### config.mk
export PLATFORM = sky130hd
export DESIGN_NAME = store_queue_ctrl
export DESIGN_NICKNAME = d
export VERILOG_FILES = /design/src/rtl/store_queue_ctrl.sv
export SDC_FILE = /design/constraint.sdc
export NUM_CORES = 1
export LEC_CHECK = 0
export CORE_MARGIN = 3
export CORE_UTILIZATION = 30
export DETAILED_ROUTE_END_ITERATION = 8
export SYNTH_ARGS = -nofsm -noshare
export SYNTH_HDL_FRONTEND = slang
export SYNTH_SLANG_ARGS = --single-unit
### constraint.sdc
create_clock -name clk -period 4.7 [get_ports clk]
set_input_delay 0.94 -clock clk [delete_from_list [all_inputs] [get_ports clk]]
set_output_delay 0.94 -clock clk [all_outputs]
set_load 0.03 [all_outputs]
### src/rtl/store_queue_ctrl.sv
// store_queue_ctrl
//   Buffers aligned MEM-stage stores in a small FIFO and drains them to the
//   data-memory port one word at a time over a req/ack handshake. Back-to-back
//   stores to the word at the tail are merged when that entry has not yet been
//   presented to memory. Loads that hit any pending word raise ld_hazard.
//
// Ports
//   clk, rst          rising-edge clock, synchronous active-high reset
//   st_valid/st_addr  store request, byte address ([1:0] ignored)
//   st_web/st_wdata   active-low byte enables and lane-aligned data
//   st_ready          store is taken at this edge when st_valid is high
//   ld_valid/ld_addr  load probe; ld_hazard flags a pending store to that word
//   dm_req/dm_addr    registered write request to memory, word-aligned address
//   dm_web/dm_wdata   registered enables and data of the head entry
//   dm_ack            memory took the head write this cycle
//   empty             nothing queued and no write in flight

module store_queue_ctrl #(
  parameter int DEPTH  = 2,
  parameter int ADDR_W = 32
) (
  input  logic              clk,
  input  logic              rst,
  input  logic              st_valid,
  input  logic [ADDR_W-1:0] st_addr,
  input  logic [3:0]        st_web,
  input  logic [31:0]       st_wdata,
  output logic              st_ready,
  input  logic              ld_valid,
  input  logic [ADDR_W-1:0] ld_addr,
  output logic              ld_hazard,
  output logic              dm_req,
  output logic [ADDR_W-1:0] dm_addr,
  output logic [3:0]        dm_web,
  output logic [31:0]       dm_wdata,
  input  logic              dm_ack,
  output logic              empty
);

  localparam int PTR_W = $clog2(DEPTH);
  localparam int WA_W  = ADDR_W - 2;
  localparam logic [PTR_W:0] FULL_CNT = (PTR_W+1)'(DEPTH);

  typedef enum logic {S_IDLE, S_BUSY} state_t;

  logic              r_valid [DEPTH];
  logic [WA_W-1:0]   r_addr  [DEPTH];
  logic [3:0]        r_web   [DEPTH];
  logic [31:0]       r_wdata [DEPTH];
  logic [PTR_W-1:0]  r_head;
  logic [PTR_W-1:0]  r_tail;
  logic [PTR_W:0]    r_count;
  state_t            r_state;

  logic [PTR_W-1:0]  w_lastIdx;
  logic              w_nullStore;
  logic              w_tailLocked;
  logic              w_mergeHit;
  logic              w_push;
  logic              w_pop;
  logic [PTR_W:0]    w_countNext;
  logic [3:0]        w_mergedWeb;
  logic [31:0]       w_mergedData;
  logic [PTR_W-1:0]  w_nextHeadIdx;
  logic [WA_W-1:0]   w_nextAddr;
  logic [3:0]        w_nextWeb;
  logic [31:0]       w_nextData;
  logic              w_ldHit;
  logic              w_unused;

  assign w_unused = ^{st_addr[1:0], ld_addr[1:0]};

  // The tail entry is the most recently pushed one; it is locked against
  // merging only while it is also the head being presented to memory.
  assign w_lastIdx    = r_tail - PTR_W'(1);
  assign w_nullStore  = (st_web == 4'b1111);
  assign w_tailLocked = (w_lastIdx == r_head) && (r_state == S_BUSY);
  assign w_mergeHit   = st_valid && !w_nullStore && (r_count != '0) &&
                        (r_addr[w_lastIdx] == st_addr[ADDR_W-1:2]) && !w_tailLocked;

  assign st_ready    = (r_count < FULL_CNT) || w_mergeHit;
  assign w_push      = st_valid && st_ready && !w_nullStore && !w_mergeHit;
  assign w_pop       = (r_state == S_BUSY) && dm_ack;
  assign w_countNext = r_count + {{PTR_W{1'b0}}, w_push} - {{PTR_W{1'b0}}, w_pop};

  assign empty = (r_count == '0) && (r_state == S_IDLE);

  // Byte-wise merge of the incoming store over the tail entry.
  always_comb begin
    w_mergedWeb  = r_web[w_lastIdx] & st_web;
    w_mergedData = r_wdata[w_lastIdx];
    for (int b = 0; b < 4; b++) begin
      if (!st_web[b]) begin
        w_mergedData[8*b +: 8] = st_wdata[8*b +: 8];
      end
    end
  end

  // Contents the head will hold after this edge, so dm_* can be loaded in the
  // same edge that pushes or merges into the entry about to be presented.
  always_comb begin
    w_nextHeadIdx = w_pop ? (r_head + PTR_W'(1)) : r_head;
    if (w_push && (w_nextHeadIdx == r_tail)) begin
      w_nextAddr = st_addr[ADDR_W-1:2];
      w_nextWeb  = st_web;
      w_nextData = st_wdata;
    end else if (w_mergeHit && (w_nextHeadIdx == w_lastIdx)) begin
      w_nextAddr = r_addr[w_lastIdx];
      w_nextWeb  = w_mergedWeb;
      w_nextData = w_mergedData;
    end else begin
      w_nextAddr = r_addr[w_nextHeadIdx];
      w_nextWeb  = r_web[w_nextHeadIdx];
      w_nextData = r_wdata[w_nextHeadIdx];
    end
  end

  // Load hazard covers every valid entry, including the one in flight.
  always_comb begin
    w_ldHit = 1'b0;
    for (int i = 0; i < DEPTH; i++) begin
      if (r_valid[i] && (r_addr[i] == ld_addr[ADDR_W-1:2])) begin
        w_ldHit = 1'b1;
      end
    end
  end

  assign ld_hazard = ld_valid && w_ldHit;

  // Entry storage: push into the tail slot, merge into the last entry,
  // invalidate the head when memory acknowledges it.
  always_ff @(posedge clk) begin
    if (rst) begin
      for (int i = 0; i < DEPTH; i++) begin
        r_valid[i] <= 1'b0;
        r_addr[i]  <= '0;
        r_web[i]   <= 4'b1111;
        r_wdata[i] <= '0;
      end
    end else begin
      if (w_push) begin
        r_valid[r_tail] <= 1'b1;
        r_addr[r_tail]  <= st_addr[ADDR_W-1:2];
        r_web[r_tail]   <= st_web;
        r_wdata[r_tail] <= st_wdata;
      end
      if (w_mergeHit) begin
        r_web[w_lastIdx]   <= w_mergedWeb;
        r_wdata[w_lastIdx] <= w_mergedData;
      end
      if (w_pop) begin
        r_valid[r_head] <= 1'b0;
      end
    end
  end

  // Drain FSM with pointer bookkeeping; dm_* are loaded whenever a new head
  // is about to be presented and held unchanged until dm_ack.
  always_ff @(posedge clk) begin
    if (rst) begin
      r_state  <= S_IDLE;
      r_head   <= '0;
      r_tail   <= '0;
      r_count  <= '0;
      dm_req   <= 1'b0;
      dm_addr  <= '0;
      dm_web   <= 4'b1111;
      dm_wdata <= '0;
    end else begin
      if (w_pop) begin
        r_head <= r_head + PTR_W'(1);
      end
      if (w_push) begin
        r_tail <= r_tail + PTR_W'(1);
      end
      r_count <= w_countNext;

      case (r_state)
        S_IDLE: begin
          if (w_countNext != '0) begin
            r_state  <= S_BUSY;
            dm_req   <= 1'b1;
            dm_addr  <= {w_nextAddr, 2'b00};
            dm_web   <= w_nextWeb;
            dm_wdata <= w_nextData;
          end
        end
        S_BUSY: begin
          if (w_pop) begin
            if (w_countNext != '0) begin
              dm_addr  <= {w_nextAddr, 2'b00};
              dm_web   <= w_nextWeb;
              dm_wdata <= w_nextData;
            end else begin
              r_state  <= S_IDLE;
              dm_req   <= 1'b0;
              dm_addr  <= '0;
              dm_web   <= 4'b1111;
              dm_wdata <= '0;
            end
          end
        end
        default: begin
          r_state <= S_IDLE;
          dm_req  <= 1'b0;
        end
      endcase
    end
  end

endmodule
[After elaboration in Yosys (flattened, before gate mapping)]
Memories as Yosys holds them, arrays and structs flattened.
Cells that the tools add are included.
Operators by class
  $add $sub $neg: 5
  magnitude comparators: 1
  equal/unequal tests: 10
  muxes and demuxes: 64
  bitwise gates (word level): 2
  reduce and logical (&&, ||, !) cells: 31
Operators by type and width (count)
  two-way mux 32 bit: 10
  case mux 32 bit (2 select lines): 2
  equality test 30 bit: 3
  two-way mux 30 bit: 3
  OR reduction 32 bit: 2
  two-way mux 1 bit: 35
  two-way mux 8 bit: 4
  OR reduction 30 bit: 1
  two-way mux 4 bit: 7
  logical AND 1 bit: 15
  case mux 4 bit (2 select lines): 1
  OR reduction 4 bit: 2
  bitwise AND 4 bit: 1
  equality test 4 bit, second input constant: 1
  inequality test 2 x 1 -> 1 bit, second input constant: 2
  case mux 1 bit (2 select lines): 2
  nonzero test 2 bit: 2
  equality test 1 bit: 3
  logical NOT 1 bit: 3
  AND reduction 3 bit: 1
  adder 1 bit, second input constant: 2
  adder 2 x 1 -> 2 bit: 1
  logical NOT 2 bit: 1
  less-than comparator 2 bit, second input constant: 1
  other kinds (7): 8
Storage, ports and cells
  bits in registers: 74
  memory bits (writable): 134
  input port bits: 105
  memories: 4
Memories
  r_wdata: depth 2, bits a word 32, rd ports 2, clocked after memory_dff 0, wr ports 2, line 49  | logic [31:0] r_wdata [DEPTH];
  r_addr: depth 2, bits a word 30, rd ports 4, clocked after memory_dff 0, wr ports 2, line 47  | logic [WA_W-1:0] r_addr [DEPTH];
  r_web: depth 2, bits a word 4, rd ports 2, clocked after memory_dff 0, wr ports 2, line 48  | logic [3:0] r_web [DEPTH];
  r_valid: depth 2, bits a word 1, rd ports 2, clocked after memory_dff 0, wr ports 2, line 46  | logic r_valid [DEPTH];

[Longest topological paths before layout]
  word-level depth: 16
  mapped depth: 20
  depth with buffers taken out: 16

[Least setup slack after synthesis]
No wires, ideal clock.
  kind: input-to-reg
  start: input port st_web[0]
  end: register dm_addr[13]
  arrival time: 4.288 ns
  slack: 0.319 ns
  stages on the path: 18
  path buffers: 3
  cells stage by stage: buf_2 > inv_1 > o41ai_1 > a211o_1 > nor4_4 > a31oi_1 > inv_2 > ha_1 > inv_1 > ha_1 > xor2_1 > xnor2_1 > nor2b_1 > nor3_1 > clkbuf_1 > buf_1 > nand4_1 > o311ai_2
Between the ends
  word-level cells in the longest chain between the ends: 16
  elaborated cells between the ends (all ways): 24
Ends and longest elaborated chain
  from (decl): line 26  | input logic [3:0] st_web,
  equality test 4 bit *: line 76  | assign w_nullStore = (st_web == 4'b1111);
  logical NOT 1 bit *: line 78, 82
  logical AND 1 bit (3 in a row): line 78  | assign w_mergeHit = st_valid && !w_nullStore && (r_count != '0) &&
  logical AND 1 bit: line 79  | (r_addr[w_lastIdx] == st_addr[ADDR_W-1:2]) && !w_tailLocked;
  logical OR 1 bit: line 81  | assign st_ready = (r_count < FULL_CNT) || w_mergeHit;
  logical AND 1 bit (3 in a row): line 82  | assign w_push = st_valid && st_ready && !w_nullStore && !w_mergeHit;
  adder 2 x 1 -> 2 bit: line 84  | assign w_countNext = r_count + {{PTR_W{1'b0}}, w_push} - {{PTR_W{1'b0}}, w_pop};
  subtractor 2 x 1 -> 2 bit: line 84
  nonzero test 2 bit: line 180, 190
  two-way mux 32 bit: line 190  | if (w_countNext != '0) begin
  two-way mux 32 bit: line 189  | if (w_pop) begin
  case mux 32 bit (2 select lines): line 178  | case (r_state)
  to (signal assigned): line 183  | dm_addr <= {w_nextAddr, 2'b00};
  to (signal assigned): line 191  | dm_addr <= {w_nextAddr, 2'b00};
  to (decl): line 33  | output logic [ADDR_W-1:0] dm_addr,
Every way passes the cells marked *; elsewhere a longest branch is shown, timed or not. The select of a mux whose other input is x is not followed.
A chain may end at the register's enable or synchronous reset.

[Final worst setup path]
  start: input port ld_addr[11]
  end: output port ld_hazard
Between the ends
  word-level cells in the longest chain between the ends: 5
  elaborated cells between the ends (all ways): 7
Ends and longest elaborated chain
  from (decl): line 30  | input logic [ADDR_W-1:0] ld_addr,
  equality test 30 bit: line 122  | if (r_valid[i] && (r_addr[i] == ld_addr[ADDR_W-1:2])) begin
  logical AND 1 bit: line 122
  two-way mux 1 bit: line 122
  two-way mux 1 bit *: line 122
  logical AND 1 bit *: line 128  | assign ld_hazard = ld_valid && w_ldHit;
  to (decl): line 31  | output logic ld_hazard,
Every way passes the cells marked *; elsewhere a longest branch is shown, timed or not.

==> impl_metrics.tcl <==
set metrics [dict create \
    grt_start_max_net_pins 61 \
    cts.repair.resized 0 \
    synth-seq-cells 206 \
    firstDrtPassIters 5 \
    critPathMaxStageDelay_ps 690 \
    nets 1363 \
    vias_per_cell 5.19 \
    die_h_um 203 \
    outcome "finished clean" \
    ant_nets 0 \
    drv_slew 0 \
    io_pins 177 \
    drt-initial-drc-count 651 \
    hpwl_mm 23.8 \
    cts_htree_levels 1 \
    worst_pin_slew_ps 865 \
    leakage_nw 5.71 \
    hold_buffers 0 \
    grt.overflow.total 0 \
    period_minus_slack_ps 4380 \
    drive_above_1_share_pct 11.6 \
    ff_latch_area_um2 5450 \
    worst-path-max-fanout 2 \
    cts_tree "done" \
    area_growth_pct 28.7 \
    timing.hold.ws_ps 455 \
    syn-cell-area_um2 11600 \
    ys_seq_area_share_pct 47.0 \
    die-area_um2 41100 \
    port_buffers 170 \
    slew_headroom_pct 42.3 \
    start_util_pct 30.6 \
    max_freq_mhz 228 \
    rows 71 \
    grt_pass1_vias 9045 \
    cts_buffer_depth 3 \
    fin_util_pct 39.4 \
    clock_latency_ps 520 \
    wl_mm 36.3 \
    numCtsBuffers 24 \
    clk_pin_slew_worst_paths_ps 60 \
    power_density_nw_per_um2 501 \
    fillers 3775 \
    critPathRequiredTime_ps 3760 \
    holdCritPathClass "reg -> reg" \
    die_width_um 203 \
    place_congestion 0.844 \
    slowest_stage "clkdlybuf4s50_1" \
    skew_ps 21.0 \
    setup_slack_ps 322 \
    post_cts_buffers 0 \
    crit_type "in -> out" \
    crit_chain "clkdlybuf4s50_1 > xnor2_1 > nand4_1 > nor4_1 > nand4_1 > a21boi_0 > clkdlybuf4s50_1" \
    setup_viol 0 \
    critPathBufInv 2 \
    detailedPlace.worstSlack_ps -150 \
    worstSetupStartpointType "input port" \
    critPathTopFamily "buffers and inverters" \
    grt_pass1_wl_mm 54.9 \
    power_mw 7.48 \
    synth.avg_cell_area_um2 10.6 \
    crit_arrival_ps 3440 \
    maxCapViolations 0 \
    wl_met1_mm 16.5 \
    antenna_found_initial 1 \
    highest_layer "met5" \
    route.met3.wl_mm 2.72 \
    routedWlPerCell_um 20.4 \
    fin_crit_sh_pct 93.2 \
    wl_met2_mm 16.4 \
    root_buffer "clkbuf_16" \
    grt_util_all_layers_pct 16.9 \
    cts.sinks 206 \
    drc 0 \
    synth_flop_cell "edfxtp_1" \
    finalHoldViolations 0 \
    yosysWarnings 0 \
    vias 9269 \
    worst_ir_drop_vdd_mv 0.312 \
    antenna_cells 0 \
    multi_input_area_um2 5760 \
    synth_edf_count 132 \
    syn_inst 1093 \
    core_area_um2 37800 \
    yosys.cell_types.count 51 \
    rsz0062_at_grt "no" \
    cp-end-kind "primary output" \
    synthArstFlopShare_pct 0 \
]
worst register-to-register path: stages (launching register included):
cell and delay (ps):
dfxtp_4 620, buf_4 300, mux2i_1 250, xor2_1 170, nand4_1 200, nor4_4 430
a31oi_4 150, inv_2 90, ha_1 220, inv_1 60, ha_1 140, xor2_1 180
xnor2_1 100, nor2b_1 180, nor3_2 400, buf_4 410, nand2_1 100, o221ai_1 180
layer usage:
metal	vias to the layer above	GRT usage, %
met2	331	27.1
met3	45	3.22
met4	2	3.41
met5	-	0
li1	4380	-
met1	4511	23.9
stage by stage:
| step | area (um2) | std cells | TNS [ps] |
|---|---|---|---|
| detailed placement | 14100 | 1741 | -4050 |
| CTS | 14900 | 1785 | 0 |
| floorplan | 11600 | 1094 | 0 |
| finish | 14900 | 1785 | 0 |
| global placement | 14100 | 1741 | -8830 |
| global route | 14900 | 1785 | 0 |
registers in the layout, indices dropped and copies added, names as in the netlist:
name      count
r_state       1
dm_web        4
r_count       2
r_tail        1
r_head        1
dm_addr      30
dm_wdata     32
r_valid       2
dm_req        1
r_addr       60
r_web         8
r_wdata      64
cell families (layout without fill, tap and decap cells):
family,Yosys count,in the layout,synth area share [%]
adders and majority gates,2,2,0.216
DFF,206,206,47.0
buffers and inverters,100,280,4.08
xor gates and xnor gates,97,97,7.45
other,1,2,0.0323
muxes,195,195,17.3
AOI/OAI and AO/OA,129,129,8.45
and+or+nand+nor,363,363,15.5
power by group:
group | leakage, nW | internal [mW] | total (mW) | switching [mW]
Sequential | 1.97 | 2.28 | 2.51 | 0.238
Combinational | 3.35 | 1.25 | 3.11 | 1.86
Clock | 0.385 | 1.11 | 1.86 | 0.753
cells in the mapped netlist, types with 9 or more instances:
master	instances	area share [%]
o311ai_1	28	2.1
o221ai_1	32	2.4
mux2_2	33	3.2
nand2_1	101	3.3
and3_1	60	3.2
nor2_1	102	3.3
inv_1	9	0.29
xor2_1	50	3.8
buf_2	21	0.91
nor4_1	9	0.49
nand4_1	53	2.9
edfxtp_1	132	34
clkbuf_1	48	1.6
a21oi_1	36	1.6
xnor2_1	45	3.4
mux2i_1	160	14
dfxtp_1	74	13
worst paths after layout:
| kind | startpoint | to | slack [ps] | cells past startpoint |
|---|---|---|---|---|
| max reg2reg | r_tail$_SDFFE_PP0P_ | dm_wdata[26]$_SDFFE_PP0P_ | 430 | 17 |
| max | ld_addr[11] | ld_hazard | 320 | 7 |
| min | dm_addr[7]$_SDFFE_PP0P_ | dm_addr[7]$_SDFFE_PP0P_ | 450 | 2 |
| min reg2reg | dm_addr[7]$_SDFFE_PP0P_ | dm_addr[7]$_SDFFE_PP0P_ | 450 | 2 |
cell usage in the layout (no fill, tap or decap), drive strengths merged, types with 4 or more instances in the layout:
cell	count
nor2b	8
and3	60
nand2	101
clkdlybuf4s50	169
mux2i	162
o311ai	30
a21o	5
nand4	53
clkinv	5
mux2	33
a41oi	4
edfxtp	132
o221ai	32
nand2b	4
nand3b	4
xor2	50
o211ai	7
nor3	4
a21oi	36
o21ai	4
nand3	5
nor2	103
buf	57
a21boi	4
xnor2	47
clkbuf	38
dfxtp	74
nor4	12
or3	5
inv	10
area by class of cell:
type	instances	share of cell area, %
inverters	10	0.252
multi-input cells	788	38.6
clock inverters	6	0.361
clock buffers	38	4.86
well taps	511	4.29
flip-flops and latches	206	36.5
repair buffers	226	15.1
Note: power is estimated with default switching activity, not from simulation.
